--- config.mk ---
export PLATFORM = sky130hd
export DESIGN_NAME = display_fifo
export DESIGN_NICKNAME = d
export VERILOG_FILES = /design/src/rtl/display_fifo.sv
export SDC_FILE = /design/constraint.sdc
export NUM_CORES = 1
export LEC_CHECK = 0
export CAP_MARGIN = 5
export CORE_MARGIN = 2
export CORE_UTILIZATION = 50
export DETAILED_ROUTE_END_ITERATION = 10
export PLACE_DENSITY = 0.67
export SYNTH_ARGS = -nofsm -noshare
export SYNTH_HDL_FRONTEND = slang
export SYNTH_SLANG_ARGS = --single-unit
--- constraint.sdc ---
create_clock -name clk_in -period 5.9 [get_ports clk_in]
set_input_delay 1.18 -clock clk_in [delete_from_list [all_inputs] [get_ports clk_in]]
set_output_delay 1.18 -clock clk_in [all_outputs]
set_load 0.01 [all_outputs]
--- src/rtl/display_fifo.sv ---
// display_fifo: byte FIFO between the CPU terminal port and the VGA text controller, paced by the
// display ready handshake, with a cursor column shadow. Tab expansion is built under DISPLAY_FIFO_TAB_EN.
module display_fifo #(
  parameter int unsigned DEPTH_BITS = 4
) (
  input  logic       clk_in,
  input  logic       rst_in,
  input  logic [7:0] data_in,
  input  logic       write_in,
  output logic       full_out,
  output logic       empty_out,
  output logic [6:0] disp_data_out,
  output logic       disp_write_out,
  input  logic       disp_ready_in
);

  localparam int unsigned DEPTH   = 1 << DEPTH_BITS;
  localparam int unsigned CNT_W   = DEPTH_BITS + 1;
  localparam int unsigned COL_W   = 7;
  localparam logic [COL_W-1:0] COL_MAX = 7'd79;

  localparam logic [6:0] CH_NUL = 7'h00;
  localparam logic [6:0] CH_BS  = 7'h08;
  localparam logic [6:0] CH_LF  = 7'h0A;
  localparam logic [6:0] CH_CR  = 7'h0D;
`ifdef DISPLAY_FIFO_TAB_EN
  localparam int unsigned PEND_W = 4;
  localparam logic [6:0] CH_TAB = 7'h09;
  localparam logic [6:0] CH_SP  = 7'h20;
`endif

  typedef enum logic [1:0] {
    ST_IDLE = 2'd0,
    ST_SEND = 2'd1,
    ST_GAP  = 2'd2
  } state_t;

  logic [6:0]            mem [DEPTH];
  logic [DEPTH_BITS-1:0] rd_ptr;
  logic [DEPTH_BITS-1:0] wr_ptr;
  logic [CNT_W-1:0]      count;
  logic [CNT_W-1:0]      count_nxt;
  logic [COL_W-1:0]      col;
  state_t                state;

  logic       push_c;
  logic       pop_c;
  logic       issue_c;
  logic [6:0] issue_ch_c;
  logic [6:0] head_c;
  logic       unused_bit7;

`ifdef DISPLAY_FIFO_TAB_EN
  logic [PEND_W-1:0] pending;
  logic [PEND_W-1:0] pending_nxt;
  logic [PEND_W-1:0] tab_step_c;
  logic [COL_W-1:0]  tab_room_c;
  logic [PEND_W-1:0] tab_load_c;
`endif

  // Bit 7 of the CPU byte carries no meaning for the display.
  assign unused_bit7 = data_in[7];
  assign head_c      = mem[rd_ptr];

  // Cursor column after the display receives character ch.
  function automatic logic [COL_W-1:0] col_after(input logic [COL_W-1:0] c, input logic [6:0] ch);
    logic [COL_W-1:0] r;
    case (ch)
      CH_CR:   r = '0;
      CH_BS:   r = (c != '0) ? COL_W'(c - 7'd1) : c;
      CH_LF:   r = c;
      default: r = (c >= COL_MAX) ? COL_MAX : COL_W'(c + 7'd1);
    endcase
    return r;
  endfunction

`ifdef DISPLAY_FIFO_TAB_EN
  // Spaces to the next 8-column stop, never running past the last column.
  always_comb begin
    tab_step_c = PEND_W'(4'd8 - {1'b0, col[2:0]});
    tab_room_c = COL_W'(COL_MAX - col);
    tab_load_c = (tab_room_c < {3'b000, tab_step_c}) ? tab_room_c[PEND_W-1:0] : tab_step_c;
  end
`endif

  // Push/pop/issue decisions for this cycle; pending spaces win over new pops.
  always_comb begin
    push_c      = write_in && (count != CNT_W'(DEPTH));
    pop_c       = 1'b0;
    issue_c     = 1'b0;
    issue_ch_c  = head_c;
`ifdef DISPLAY_FIFO_TAB_EN
    pending_nxt = pending;
    if ((state == ST_IDLE) && disp_ready_in) begin
      if (pending != '0) begin
        issue_c     = 1'b1;
        issue_ch_c  = CH_SP;
        pending_nxt = PEND_W'(pending - 4'd1);
      end else if (count != '0) begin
        pop_c = 1'b1;
        if (head_c == CH_TAB) begin
          pending_nxt = tab_load_c;
        end else if (head_c != CH_NUL) begin
          issue_c = 1'b1;
        end
      end
    end
`else
    if ((state == ST_IDLE) && disp_ready_in && (count != '0)) begin
      pop_c   = 1'b1;
      issue_c = (head_c != CH_NUL);
    end
`endif
    count_nxt = CNT_W'(count + CNT_W'(push_c) - CNT_W'(pop_c));
  end

  // Storage array carries no reset; pointers and count define validity.
  always_ff @(posedge clk_in) begin
    if (push_c) begin
      mem[wr_ptr] <= data_in[6:0];
    end
  end

  always_ff @(posedge clk_in) begin
    if (rst_in) begin
      rd_ptr         <= '0;
      wr_ptr         <= '0;
      count          <= '0;
      col            <= '0;
      state          <= ST_IDLE;
      full_out       <= 1'b0;
      empty_out      <= 1'b1;
      disp_data_out  <= '0;
      disp_write_out <= 1'b0;
`ifdef DISPLAY_FIFO_TAB_EN
      pending        <= '0;
`endif
    end else begin
      if (push_c) begin
        wr_ptr <= DEPTH_BITS'(wr_ptr + DEPTH_BITS'(1));
      end
      if (pop_c) begin
        rd_ptr <= DEPTH_BITS'(rd_ptr + DEPTH_BITS'(1));
      end
      count    <= count_nxt;
      full_out <= (count_nxt == CNT_W'(DEPTH));
`ifdef DISPLAY_FIFO_TAB_EN
      pending   <= pending_nxt;
      empty_out <= (count_nxt == '0) && (pending_nxt == '0);
`else
      empty_out <= (count_nxt == '0);
`endif

      // GAP covers the cycle in which the display has not yet dropped ready.
      case (state)
        ST_IDLE: begin
          if (issue_c) begin
            disp_data_out  <= issue_ch_c;
            disp_write_out <= 1'b1;
            col            <= col_after(col, issue_ch_c);
            state          <= ST_SEND;
          end
        end
        ST_SEND: begin
          disp_write_out <= 1'b0;
          state          <= ST_GAP;
        end
        ST_GAP: begin
          disp_write_out <= 1'b0;
          state          <= ST_IDLE;
        end
        default: begin
          disp_write_out <= 1'b0;
          state          <= ST_IDLE;
        end
      endcase
    end
  end

endmodule

==> flow_metrics.py <==
metrics = {
    "placed_design": {
        "gp_congestion": 0.761,
        "placed_cell_area_mm2": 0.00600,
        "pre_cts_ws_ns": 1.93,
        "io_buffers": 20,
        "dp_hpwl_um": 6560,
    },
    "logic_synthesis": {
        "ys_seq_elements": 141,
        "ys_seq_area_share_pct": 69.3,
        "synth_fp_nets": 366,
        "synthMuxAreaShare_pct": 12.3,
        "syn_area_per_cell_um2": 16.6,
        "synth-simple-area-share_pct": 7.67,
        "synth_cell_types": 38,
        "ys_warn_count": 0,
        "synth-xor-area-share_pct": 1.54,
        "synth-adder-area-share_pct": 2.55,
        "synth_top_family_by_area": "multiplexers",
        "synth_compound_area_share_pct": 4.39,
        "synth_area_mm2": 0.00569,
        "synthCells": 343,
    },
    "power": {
        "p_comb_share_pct": 22.8,
        "swShare_pct": 27.7,
        "cellInternalPower_mw": 2.19,
        "cellLeakagePower_nw": 2.21,
        "switchingPower_uw": 842,
        "vdd.ir_drop.worst_uv": 309,
        "seq_power_share_pct": 40.5,
        "pwr-share-clk_pct": 36.7,
        "p_per_area_mw_per_mm2": 459,
    },
    "timing": {
        "min_period_ns": 3.51,
        "finClkSkew_ns": 0.0108,
        "whs_ns": 0.465,
        "fin_setup_tns_ns": 0,
        "report.final.slew_viol_count": 0,
        "finalSetupViolCount": 0,
        "maxSlewHeadroom_pct": 23.0,
        "finalHoldViolCount": 0,
        "rsz0062_at_grt": "no",
        "timing.fmax_ghz": 0.285,
        "fin_ws_ns": 2.39,
        "tightest_slew_ns": 1.15,
        "finalCritPeriodShare_pct": 59.5,
    },
    "layout": {
        "final_util_pct": 60.2,
        "area_growth_pct": 16.2,
        "nets": 392,
        "layout_common_cells": "edfxtp_1 (112), nor2_1 (32), nand2_1 (31)",
        "fin_area_mm2": 0.00661,
        "drive_gt1_share_pct": 13.9,
        "antenna_cells": 0,
        "layout_commonest_cell": "edfxtp_1",
    },
    "grt": {
        "grt_pass1_wl_um": 16800,
        "grt_max_degree": 29,
        "grt_pass1_vias": 3013,
        "grtUsageTotal_pct": 19.0,
        "grt_overflow": 0,
        "grt_antenna_before_repair": 0,
    },
    "worst_setup_path": {
        "cp.required_ns": 5.94,
        "cp_max_fo": 9,
        "endpoint_kind": "flip-flop",
        "rr_endpoint": "disp_write_out",
        "path_class": "input port to flip-flop",
        "startpoint_type": "input port",
        "arrival_ns": 3.55,
        "reg2reg_depth": 7,
        "r2r_setup_slack_ns": 2.51,
    },
    "min_path": {
        "min_from": "disp_write_out",
        "hold_path_depth": 1,
        "hold_path_class": "flip-flop to flip-flop",
        "whs_endpoint": "disp_write_out",
    },
    "clocking": {
        "cts_tree": "yes",
        "cts_hold_buf": 0,
        "cts_resized": 0,
        "clkLatencyLatePin_ns": 0.42,
        "clk_pin_slew_ns": 0.06,
        "cts_buffers": 17,
        "cts-root-buf": "clkbuf_16",
        "cts_num_sinks": 141,
        "htree_levels": 4,
        "post_cts_buffers": 0,
        "clk_path_buf_depth": 2,
    },
    "floorplanning": {
        "rows": 38,
        "initial_core_util_pct": 51.8,
        "io_pins": 22,
        "die_x_um": 111,
        "die_h_um": 111,
        "die-area_mm2": 0.0123,
        "core_area_mm2": 0.0110,
    },
    "drt": {
        "drcViolationCount": 0,
        "wl_per_cell_um": 20.4,
        "vias_per_cell": 5.66,
        "routed_wirelength_um": 10700,
        "postRouteAntennaNets": 0,
        "vias": 2955,
        "drt_iter0_markers": 398,
        "first_pass_iters": 4,
    },
    "run": {
        "max_cap_viol_count": 0,
    },
    "run_status": {
        "status": "finished, final reports clean",
    },
}
## area by class of cell
cell class | instances | area [um2]
Fill cell | 817 | 4370
Timing Repair Buffer | 22 | 215
Multi-Input combinational cell | 176 | 1620
Inverter | 11 | 41.3
Sequential cell | 141 | 3940
Clock inverter | 15 | 193
Tap cell | 140 | 175
Clock buffer | 17 | 425
## worst max-delay path, cell delays in order
cell and delay (ns):
clkdlybuf4s50_1 0.45, inv_1 0.04, a31oi_1 0.63, nand2_1 0.33, nor3_1 0.91
## flip-flops by register name, summed over array words and instances, names as in the netlist, named ones only
signal and cells:
disp_data_out 7, disp_write_out 1, empty_out 1, count 5, state 2, wr_ptr 4
full_out 1, mem 112, rd_ptr 4
## synth_stat cells (all sizes together)
cell type	count	share of area [%]
a21o	1	0.13
a21oi	6	0.53
a22oi	14	2.2
a31oi	8	0.88
and2	2	0.22
buf	7	1.0
clkbuf	8	0.53
dfxtp	29	10
edfxtp	112	59
fa	1	0.35
ha	10	2.2
inv	11	0.73
mux2i	1	0.18
mux4	28	12
nand2	33	2.3
nand2b	3	0.33
nand3	6	0.53
nand4	2	0.22
nand4b	1	0.15
nor2	32	2.1
nor2b	3	0.33
nor3	8	0.90
nor3b	1	0.13
nor4	2	0.48
o211a	1	0.18
o211ai	1	0.22
o21a	1	0.13
o21bai	1	0.13
xnor2	5	0.77
xor2	5	0.77
## per-stage QoR
stage               std cells  total power [mW]
floorplan                 343              1.77
global placement          490              1.93
detailed placement        490              1.95
CTS                       522              3.06
global route              522              3.18
finish                    522              3.04
## power by group through the flow
stage | clock network [mW] | registers [mW] | logic [mW]
after global placement | 0 | 1.25 | 0.683
after global routing | 1.17 | 1.24 | 0.767
after detailed placement | 0 | 1.25 | 0.695
after CTS | 1.13 | 1.23 | 0.699
after floorplan | 0 | 1.22 | 0.544
final | 1.11 | 1.23 | 0.693
## layer usage
layer	wire, um	part of all wire, %	GRT usage [%]
met5	0	0	0
met1	4880	46	25.6
met3	452	4.2	6.12
met2	5200	49	29.0
met4	129	1.2	7.50
## worst max-delay path by stage
stage / startpoint / end / slack [ns]
final: write_in / mem[3][3] / 2.39
after global routing: write_in / empty_out / 2.06
after CTS: write_in / mem[2][0] / 2.39
after detailed placement: write_in / mem[0][0] / 1.93
after global placement: write_in / mem[0][2] / 1.95
after floorplan: write_in / empty_out / 2.85
## kinds of logic after synthesis
| family | after synthesis |
|---|---|
| buf+inv | 26 |
| mux | 29 |
| compound gates | 33 |
| xor+xnor | 10 |
| fa+ha+maj | 11 |
| flops | 141 |
| simple gates | 93 |
Power figures use the tool's default switching activity.
